$ cat config.mk
export PLATFORM = sky130hd
export DESIGN_NAME = seq_ctrl_flat
export DESIGN_NICKNAME = d
export VERILOG_FILES = /design/src/rtl/seq_ctrl_pkg.sv /design/src/rtl/seq_ctrl_if.sv /design/src/rtl/seq_ctrl_stk_mon.sv /design/src/rtl/seq_ctrl.sv /design/src/flat_wrapper.sv
export SDC_FILE = /design/constraint.sdc
export NUM_CORES = 1
export LEC_CHECK = 0
export ABC_AREA = 0
export CAP_MARGIN = 20
export CORE_MARGIN = 3
export CORE_UTILIZATION = 30
export CTS_BUF_LIST = sky130_fd_sc_hd__clkbuf_4
export CTS_CLUSTER_SIZE = 14
export DETAILED_ROUTE_END_ITERATION = 8
export PLACE_DENSITY = 0.76
export RECOVER_POWER = 100
export SLEW_MARGIN = 20
export SYNTH_ARGS = -nofsm -noshare
export SYNTH_HDL_FRONTEND = slang
export SYNTH_SLANG_ARGS = --single-unit
$ cat constraint.sdc
create_clock -name clock -period 2.8 [get_ports clock]
set_input_delay 0.7 -clock clock [delete_from_list [all_inputs] [get_ports clock]]
set_output_delay 0.7 -clock clock [all_outputs]
set_load 0.005 [all_outputs]
$ cat src/rtl/seq_ctrl_pkg.sv
// rtl/seq_ctrl_pkg.sv - opcodes, sequencer select encodings and control-word type for seq_ctrl
package seq_ctrl_pkg;

    typedef enum logic [3:0] {
        OP_CONT = 4'd0,
        OP_JMP  = 4'd1,
        OP_CJP  = 4'd2,
        OP_CJS  = 4'd3,
        OP_RTN  = 4'd4,
        OP_LDCT = 4'd5,
        OP_RPCT = 4'd6,
        OP_JZ   = 4'd7,
        OP_LDAR = 4'd8,
        OP_JAR  = 4'd9
    } op_e;

    typedef enum logic [1:0] {
        SEL_PC  = 2'b00,
        SEL_AR  = 2'b01,
        SEL_STK = 2'b10,
        SEL_D   = 2'b11
    } sel_e;

    localparam logic [2:0] STK_DEPTH = 3'd4;

    // Control lines shared by all three sequencer slices; zero/re/fe are active-low.
    typedef struct packed {
        sel_e sel;
        logic zero;
        logic cin;
        logic re;
        logic fe;
        logic pup;
    } ctl_t;

    localparam ctl_t CTL_CONT  = '{sel: SEL_PC, zero: 1'b1, cin: 1'b1, re: 1'b1, fe: 1'b1, pup: 1'b0};
    localparam ctl_t CTL_HOLD  = '{sel: SEL_PC, zero: 1'b1, cin: 1'b0, re: 1'b1, fe: 1'b1, pup: 1'b0};
    localparam ctl_t CTL_RESET = '{sel: SEL_PC, zero: 1'b0, cin: 1'b0, re: 1'b1, fe: 1'b1, pup: 1'b0};

endpackage

$ cat src/rtl/seq_ctrl_if.sv
// rtl/seq_ctrl_if.sv - microword/condition inputs and sequencer control outputs of seq_ctrl
interface seq_ctrl_if;
    logic [3:0]  op;
    logic [11:0] d_in;
    logic [3:0]  cc_in;
    logic [1:0]  csel;
    logic        pol;
    logic        hold;
    logic        s0;
    logic        s1;
    logic        zero;
    logic        cin;
    logic        re;
    logic        fe;
    logic        pup;
    logic        ctr_zero;
    logic [2:0]  depth;
    logic        stk_ovf;
    logic        stk_unf;

    modport master (
        output op, d_in, cc_in, csel, pol, hold,
        input  s0, s1, zero, cin, re, fe, pup, ctr_zero, depth, stk_ovf, stk_unf
    );

    modport slave (
        input  op, d_in, cc_in, csel, pol, hold,
        output s0, s1, zero, cin, re, fe, pup, ctr_zero, depth, stk_ovf, stk_unf
    );
endinterface

$ cat src/rtl/seq_ctrl_stk_mon.sv
// rtl/seq_ctrl_stk_mon.sv - shadows the sequencer stack depth and latches over/underflow
module seq_ctrl_stk_mon
    import seq_ctrl_pkg::*;
(
    input  logic       clock,
    input  logic       reset,
    input  logic       push,
    input  logic       pop,
    output logic [2:0] depth,
    output logic       stk_ovf,
    output logic       stk_unf
);
    always_ff @(posedge clock) begin
        if (reset) begin
            depth   <= 3'd0;
            stk_ovf <= 1'b0;
            stk_unf <= 1'b0;
        end else if (push) begin
            if (depth == STK_DEPTH) stk_ovf <= 1'b1;
            else                    depth   <= depth + 3'd1;
        end else if (pop) begin
            if (depth == 3'd0) stk_unf <= 1'b1;
            else               depth   <= depth - 3'd1;
        end
    end
endmodule

$ cat src/rtl/seq_ctrl.sv
// rtl/seq_ctrl.sv - microprogram sequence controller driving three 4-bit sequencer slices
// Loop counter (LDCT/RPCT) is built only when SEQ_CTRL_LOOP_EN is defined.
module seq_ctrl
    import seq_ctrl_pkg::*;
(
    input  logic      clock,
    input  logic      reset,
    seq_ctrl_if.slave bus
);
    logic cond;
    logic push;
    logic pop;
    ctl_t ctl;
`ifdef SEQ_CTRL_LOOP_EN
    logic [11:0] counter;
    logic        ctr_load;
    logic        ctr_dec;
`endif

    assign cond = bus.cc_in[bus.csel] ^ bus.pol;

    always_comb begin
        ctl  = CTL_CONT;
        push = 1'b0;
        pop  = 1'b0;
`ifdef SEQ_CTRL_LOOP_EN
        ctr_load = 1'b0;
        ctr_dec  = 1'b0;
`endif
        if (reset) begin
            ctl = CTL_RESET;
        end else if (bus.hold) begin
            ctl = CTL_HOLD;
        end else begin
            case (bus.op)
                OP_JMP:  ctl.sel = SEL_D;
                OP_CJP:  if (cond) ctl.sel = SEL_D;
                OP_CJS:  if (cond) begin
                    ctl.sel = SEL_D;
                    ctl.fe  = 1'b0;
                    ctl.pup = 1'b1;
                    push    = 1'b1;
                end
                OP_RTN:  if (cond) begin
                    ctl.sel = SEL_STK;
                    ctl.fe  = 1'b0;
                    pop     = 1'b1;
                end
`ifdef SEQ_CTRL_LOOP_EN
                OP_LDCT: ctr_load = 1'b1;
                OP_RPCT: if (counter != 12'd0) begin
                    ctl.sel = SEL_D;
                    ctr_dec = 1'b1;
                end
`endif
                OP_JZ:   ctl.zero = 1'b0;
                OP_LDAR: ctl.re   = 1'b0;
                OP_JAR:  ctl.sel  = SEL_AR;
                default: ;
            endcase
        end
    end

`ifdef SEQ_CTRL_LOOP_EN
    always_ff @(posedge clock) begin
        if (reset)         counter <= 12'd0;
        else if (ctr_load) counter <= bus.d_in;
        else if (ctr_dec)  counter <= counter - 12'd1;
    end

    assign bus.ctr_zero = (counter == 12'd0);
`else
    logic unused_d_in;
    assign unused_d_in  = ^bus.d_in;
    assign bus.ctr_zero = 1'b1;
`endif

    assign bus.s1   = ctl.sel[1];
    assign bus.s0   = ctl.sel[0];
    assign bus.zero = ctl.zero;
    assign bus.cin  = ctl.cin;
    assign bus.re   = ctl.re;
    assign bus.fe   = ctl.fe;
    assign bus.pup  = ctl.pup;

    seq_ctrl_stk_mon u_stk_mon (
        .clock   (clock),
        .reset   (reset),
        .push    (push),
        .pop     (pop),
        .depth   (bus.depth),
        .stk_ovf (bus.stk_ovf),
        .stk_unf (bus.stk_unf)
    );
endmodule

$ cat src/flat_wrapper.sv
// flat-port wrapper written by rule: the top's interface ports become plain ports
module seq_ctrl_flat import seq_ctrl_pkg::*;
  (clock, reset, bus_op, bus_d_in, bus_cc_in, bus_csel, bus_pol, bus_hold, bus_s0, bus_s1, bus_zero, bus_cin, bus_re, bus_fe, bus_pup, bus_ctr_zero, bus_depth, bus_stk_ovf, bus_stk_unf);
  seq_ctrl_if bus_i ();
  input  logic clock;
  input  logic reset;
  input wire logic [$bits(bus_i.op)-1:0] bus_op;
  input wire logic [$bits(bus_i.d_in)-1:0] bus_d_in;
  input wire logic [$bits(bus_i.cc_in)-1:0] bus_cc_in;
  input wire logic [$bits(bus_i.csel)-1:0] bus_csel;
  input wire logic [$bits(bus_i.pol)-1:0] bus_pol;
  input wire logic [$bits(bus_i.hold)-1:0] bus_hold;
  output wire logic [$bits(bus_i.s0)-1:0] bus_s0;
  output wire logic [$bits(bus_i.s1)-1:0] bus_s1;
  output wire logic [$bits(bus_i.zero)-1:0] bus_zero;
  output wire logic [$bits(bus_i.cin)-1:0] bus_cin;
  output wire logic [$bits(bus_i.re)-1:0] bus_re;
  output wire logic [$bits(bus_i.fe)-1:0] bus_fe;
  output wire logic [$bits(bus_i.pup)-1:0] bus_pup;
  output wire logic [$bits(bus_i.ctr_zero)-1:0] bus_ctr_zero;
  output wire logic [$bits(bus_i.depth)-1:0] bus_depth;
  output wire logic [$bits(bus_i.stk_ovf)-1:0] bus_stk_ovf;
  output wire logic [$bits(bus_i.stk_unf)-1:0] bus_stk_unf;
  assign bus_i.op = bus_op;
  assign bus_i.d_in = bus_d_in;
  assign bus_i.cc_in = bus_cc_in;
  assign bus_i.csel = bus_csel;
  assign bus_i.pol = bus_pol;
  assign bus_i.hold = bus_hold;
  assign bus_s0 = bus_i.s0;
  assign bus_s1 = bus_i.s1;
  assign bus_zero = bus_i.zero;
  assign bus_cin = bus_i.cin;
  assign bus_re = bus_i.re;
  assign bus_fe = bus_i.fe;
  assign bus_pup = bus_i.pup;
  assign bus_ctr_zero = bus_i.ctr_zero;
  assign bus_depth = bus_i.depth;
  assign bus_stk_ovf = bus_i.stk_ovf;
  assign bus_stk_unf = bus_i.stk_unf;
  seq_ctrl u_core (.clock(clock), .reset(reset), .bus(bus_i));
endmodule
== Word-level counts from Yosys, hierarchy flattened ==
Cells that the tools add are included.
Widths: inputs -> output; s select.

* Output and inout port bits: 13
* Register bits: 5
* Logic and storage cells: 50

* Equality and inequality tests: 10
* Reductions and logical operators: 6
* Bitwise gates (word level): 2
* $lt $le $gt $ge: 1
* Mux-type cells: 26
* Add/subtract/negate cells: 2

{| class="wikitable"
|+ Operators with widths
! operator !! count
|-
| $mux 3 || 6
|-
| $mux 1 || 13
|-
| $eq 4x2->1 const B || 2
|-
| $eq 4x3->1 const B || 2
|-
| $eq 4x4->1 const B || 2
|-
| $pmux 2 s4 || 1
|-
| $mux 7 || 1
|-
| $mux 2 || 3
|-
| $reduce_and 3->1 || 2
|-
| $eq 4x1->1 const B || 1
|-
| $add 3x1->3 const B || 1
|-
| $eq 3x3->1 const B || 1
|-
| $logic_not 3->1 || 1
|-
| $lt 2x3->1 const B || 1
|-
| $sub 3x1->3 const B || 1
|-
| $bmux 1 s2 || 1
|-
| $ne 2x1->1 const B || 1
|-
| $ne 2x2->1 const B || 1
|-
| $pmux 1 s2 || 1
|-
| $reduce_and 2->1 || 1
|-
| $reduce_bool 2->1 || 1
|-
| $reduce_or 2->1 || 1
|-
| $not 1->1 || 1
|-
| $xor 1x1->1 || 1
|}

== Depth between registers and ports, before layout ==
* Depth in word-level cells: 9
* Gate-level depth with buffers: 9
* Gate-level depth less buffers: 9

== By module ==
Synthesis repeated with hierarchy kept, for this count alone.

* Cells, all modules: 54
* Area, all modules: 424.2 um^2

{| class="wikitable"
|+ By module, submodules not included
! module !! sequential area each (um^2) !! area an instance (um^2) !! cells an instance !! instances
|-
| seq_ctrl_stk_mon || 100.1 || 259.0 || 29 || 1
|-
| seq_ctrl || 0.0 || 165.2 || 25 || 1
|}

== Worst setup path before layout ==
Ideal clock, no wire load.

* Path kind: in2reg
* From: input port bus_csel[0]
* To: register u_core.u_stk_mon.depth[2]
* Stages on the path: 9
* Arrival time: 2.793 ns
* Data required time: 2.712 ns
* Path slack: -0.081 ns
* Cell sequence: mux4_2 > xor2_2 > and3_1 > inv_2 > fa_1 > o21bai_1 > o2bb2ai_2 > a31oi_1 > a311oi_2

* Word-level cells in the longest chain between the ends: 9
* Elaborated cells on any way between the ends: 15
* Classes of those cells: eq/ne (2); mux (10); bitwise (1); reduce/logical (2)

{| class="wikitable"
|+ Ends and longest elaborated chain
! item !! line !! RTL
|-
| start, declared || flat_wrapper.sv:10 || <nowiki>input wire logic [$bits(bus_i.csel)-1:0] bus_csel;</nowiki>
|-
| $bmux 1 s2 (*) || seq_ctrl.sv:20 || <nowiki>assign cond = bus.cc_in[bus.csel] ^ bus.pol;</nowiki>
|-
| $mux 1 (not written as such) (*) || seq_ctrl.sv:20 ||
|-
| $xor 1x1->1 (*) || seq_ctrl.sv:20 ||
|-
| $mux 1 (*) || seq_ctrl.sv:38, seq_ctrl.sv:44 ||
|-
| $mux 1 || seq_ctrl.sv:35 || <nowiki>case (bus.op)</nowiki>
|-
| $mux 1 || seq_ctrl.sv:32 || <nowiki>end else if (bus.hold) begin</nowiki>
|-
| $mux 1 || seq_ctrl.sv:30 || <nowiki>if (reset) begin</nowiki>
|-
| $ne 2x1->1 (no line) (tied with other cells) || -- ||
|-
| $reduce_and 3->1 (no line) || -- ||
|-
| end signal, assigned || seq_ctrl_stk_mon.sv:20 || <nowiki>else depth <= depth + 3'd1;</nowiki>
|-
| end signal, assigned || seq_ctrl_stk_mon.sv:23 || <nowiki>else depth <= depth - 3'd1;</nowiki>
|-
| end, declared || seq_ctrl_stk_mon.sv:9 || <nowiki>output logic [2:0] depth,</nowiki>
|}

Every way passes the cells marked *; elsewhere a longest branch is shown, timed or not. The select of a mux whose other input is x is not followed.
A chain may end at the register's enable or synchronous reset.

== Worst setup path after layout ==
* From: input port bus_op[2]
* To: register u_core.u_stk_mon.depth[1]

* Word-level cells in the longest chain between the ends: 6
* Elaborated cells on any way between the ends: 13
* Classes of those cells: eq/ne (4); mux (7); reduce/logical (2)

{| class="wikitable"
|+ Ends and longest elaborated chain
! item !! line !! RTL
|-
| start, declared || flat_wrapper.sv:7 || <nowiki>input wire logic [$bits(bus_i.op)-1:0] bus_op;</nowiki>
|-
| $eq 4x2->1 or $eq 4x3->1 (tied branches) || seq_ctrl.sv:35 ||
|-
| $mux 1 || seq_ctrl.sv:35 ||
|-
| $mux 1 || seq_ctrl.sv:32 ||
|-
| $mux 1 || seq_ctrl.sv:30 ||
|-
| $ne 2x1->1 (no line) (tied with other cells) || -- ||
|-
| $reduce_and 3->1 (no line) || -- ||
|}

Parallel ways exist; a longest one is shown, timed or not.

==> metrics.md <==
| Metric | Value |
|---|---|
| Grt met2 use | 0.298 |
| GR met1 Demand/Resource | 0.198 |
| Multi-input gate area | between 400 and 500 sq um |
| Worst path bufs/invs | 10 |
| Dpl hpwl | 1110 um |
| Fin crit period | between 2000 and 3000 ps |
| Min-Delay Path Class | reg -> reg |
| Final hold vios | 0 |
| Global-route wire length before repair | approximately 2700 um |
| Async set-reset flop share out of synthesis | 0 |
| Startpoint Class | input port |
| GR Util met3 | 0.0383 |
| TritonRoute pass-1 iters | 3 |
| Synth area leader | dfxtp_1 |
| Fin crit share | 1.00 |
| PnR worst setup slack | -7.23 ps |
| Final Non-Filler Cells | 121 |
| FMAX | about 360 MHz |
| EDFF count, synth | 0 |
| Top-area cell type share of the netlist area | 0.199 |
| Chip Width | between 40 and 50 um |
| Failing checks | setup timing |
| Vias in the first global route | roughly 630 |
| Die Area | 2200 sq um |
| Slowest-stage cell, CP | clkdlybuf4s50_1 |
| Final ANT Viol Nets | 0 |
| Slew Viols, Final | 0 |
| Syn avg cell area | a little over 9 sq um |
| Worst hold start | u_core.u_stk_mon.stk_ovf |
| Core footprint | approximately 1500 sq um |
| CTS tree | built |
| Die Ht | about 47 um |
| Clock Skews | approximately 0.46 ps |
| Gr usage total | 0.174 |
| Initial DRC count | 11 |
| RR Startpoint | u_core.u_stk_mon.depth[0] |
| Area Growth Syn to Fin | 101% |
| Synth Register Bits | 5 |
| Cell count after synthesis | 55 |
| Synth warn | 0 |
| Initial core utilization | 0.326 |
| Layer with the highest usage | met2 |
| R2R Path End | u_core.u_stk_mon.depth[2] |
| Flop2flop setup slack | 1300 ps |
| CP max stage delay | 470 ps |
| # nets final | around 130 |
| DRC viols | 0 |
| Worst skew pair latency | between 200 and 250 ps |
| Part of the Yosys area used for sequential elements | 0.199 |
| Placed cell areas | about 900 sq um |
| H-tree depth | 1 |
| Commonest cells after routing, fill and taps aside | buf_4, clkdlybuf4s50_1, buf_2, buf_6, dfxtp_1 |
| Leakage | roughly 0.43 nW |
| Arr. time, crit path | 2930 ps |
| Final Setup Violations | 1 |
| Top Ports | 39 |
| Dpl cells | 108 |
| Synth area leaders | dfxtp_1, mux4_2, fa_1 |
| DR WL/cell | 13.6 um |
| Routed WL | between 1500 and 2000 um |
| Hold depth | 2 |
| # rows | 14 |
| Clk buf depth | 2 |
| Largest net degree at the start of global routing | 9 |
| Syn nets | ~80 |
| CP required | just under 3000 ps |
| TritonCTS buffer count | 3 |
| Clock sinks | 5 |
| Library cells used by synthesis | a little over 40 |
| GP Congestion | roughly 0.74 |
| Fin area | around 1000 sq um |
| Setup crit end kind | flop |
| Cell family with most CP delay | buffers and inverters |
| Most frequent CP cell | buf_4 |
| Initial antenna violation count | 0 |
| Clk Tree Root Cell | clkbuf_4 |
| Vias/cell | just over 5 |
| PD cells | about 260 nW/um^2 |
| Cells on worst reg2reg path | 5 |
| Fillers | 127 |
| N_diodes | 0 |
| Count of input and output buffers | 25 |
| Commonest non-fill, non-tap cell in the layout | buf_4 |
| RSZ-0062 raised after global routing | true |
| Hold Path End | u_core.u_stk_mon.stk_ovf |
| Worst-path fanout max | 2 |
| Register Area | ~100 sq um |
| Worst-path clk slew | roughly 40 ps |
| Cells along the critical path | clkdlybuf4s50_1 > or3b_4 > buf_4 > a21oi_4 > buf_4 > buf_4 > buf_4 > buf_4 > buf_4 > buf_4 > buf_4 > buf_4 > nand3_4 > mux2_4 |
| Status | finished with violations |
| Predominant post-synthesis flop cell | dfxtp_1 |
| Detailed-route via count | 619 |
| Setup CP Type | in -> reg |
| Hold_buf cts | 0 |
| Remaining global-route overflow | 0 |
| Synthesized cell area | slightly above 500 sq um |
| MaxCap Viol Count | 0 |
| Layout cell share with drive strength beyond 1 | 0.505 |
| Peak supply drop | roughly 0.12 mV |
-- layout make-up --
cell class | count | area share
inverters | 3 | 0.0111
flip-flops and latches | 5 | 0.0989
multi-input cells | 44 | 0.441
repair buffers | 49 | 0.399
clock buffers | 4 | 0.0297
well taps | 16 | 0.0198
-- worst max-delay path by stage --
| stage | cells after the start | end | slack, ps | startpoint |
|---|---|---|---|---|
| after CTS | 6 | bus_re | 4 | bus_hold |
| after global placement | 6 | bus_s1 | -730 | bus_csel[0] |
| after global routing | 14 | u_core.u_stk_mon.depth[1] | -80 | bus_op[2] |
| after detailed placement | 6 | bus_s1 | -740 | bus_csel[0] |
| final | 14 | u_core.u_stk_mon.depth[1] | -7 | bus_op[2] |
| after floorplan | 9 | u_core.u_stk_mon.depth[2] | 4 | bus_csel[0] |
-- Yosys cell counts, drive strengths merged, types with 2 or more instances --
| cell type | count |
|---|---|
| mux2i | 2 |
| a31oi | 3 |
| dfxtp | 5 |
| inv | 3 |
| or3b | 2 |
| buf | 2 |
| nor2 | 3 |
| nand2b | 2 |
| nor2b | 3 |
| a21oi | 4 |
-- through the flow --
stage               setup slack (ps)  hold WS (ps)  TNS, ps  total power [mW]   util
floorplan                       4.05           442        0             0.106      -
global placement                -732           434    -3870             0.151  0.572
detailed placement              -735           440    -3960             0.153  0.572
CTS                             4.17           446        0             0.261  0.638
global route                   -81.9           475     -154             0.279  0.657
finish                         -7.23           440    -7.23             0.261  0.657
-- report_power, final --
group          switching, mW  internal (mW)  total (mW)  leakage (nW)
registers           0.000294         0.0717      0.0720        0.0403
clock network         0.0285         0.0635      0.0920        0.0184
logic                 0.0403         0.0563      0.0966         0.376
total                 0.0691          0.191       0.261         0.435
-- per-layer routing --
metal	vias to the layer above	wire length, um
met2	31	840
met5	-	0
li1	307	-
met1	275	666
met3	6	100
met4	0	34
-- worst register-to-register path, delay by kind of cell (launching register included) --
family | cells | cell delay, ps
fa+ha+maj | 1 | 440
compound gates | 4 | 580
flops | 1 | 400
-- sequential cells by signal, summed over array words and instances (netlist names) --
name / count
u_core.u_stk_mon.depth: 3
u_core.u_stk_mon.stk_ovf: 1
u_core.u_stk_mon.stk_unf: 1
-- kinds of logic after synthesis --
family / share of synthesized area
buffers and inverters: 0.0672
multiplexers: 0.107
XOR/XNOR: 0.0323
AO/OA/AOI/OAI: 0.204
flip-flops: 0.199
other: 0.00746
AND/OR/NAND/NOR: 0.343
adder cells (fa/ha/maj): 0.0398
-- timing repair --
item	4_1_cts	5_1_grt
gates resized for setup	42	10
setup buffers	10	2
pin swaps	6	7
cloned	0	0
endpoints found under the setup margin	8	6
(Power assumes the default switching activity.)
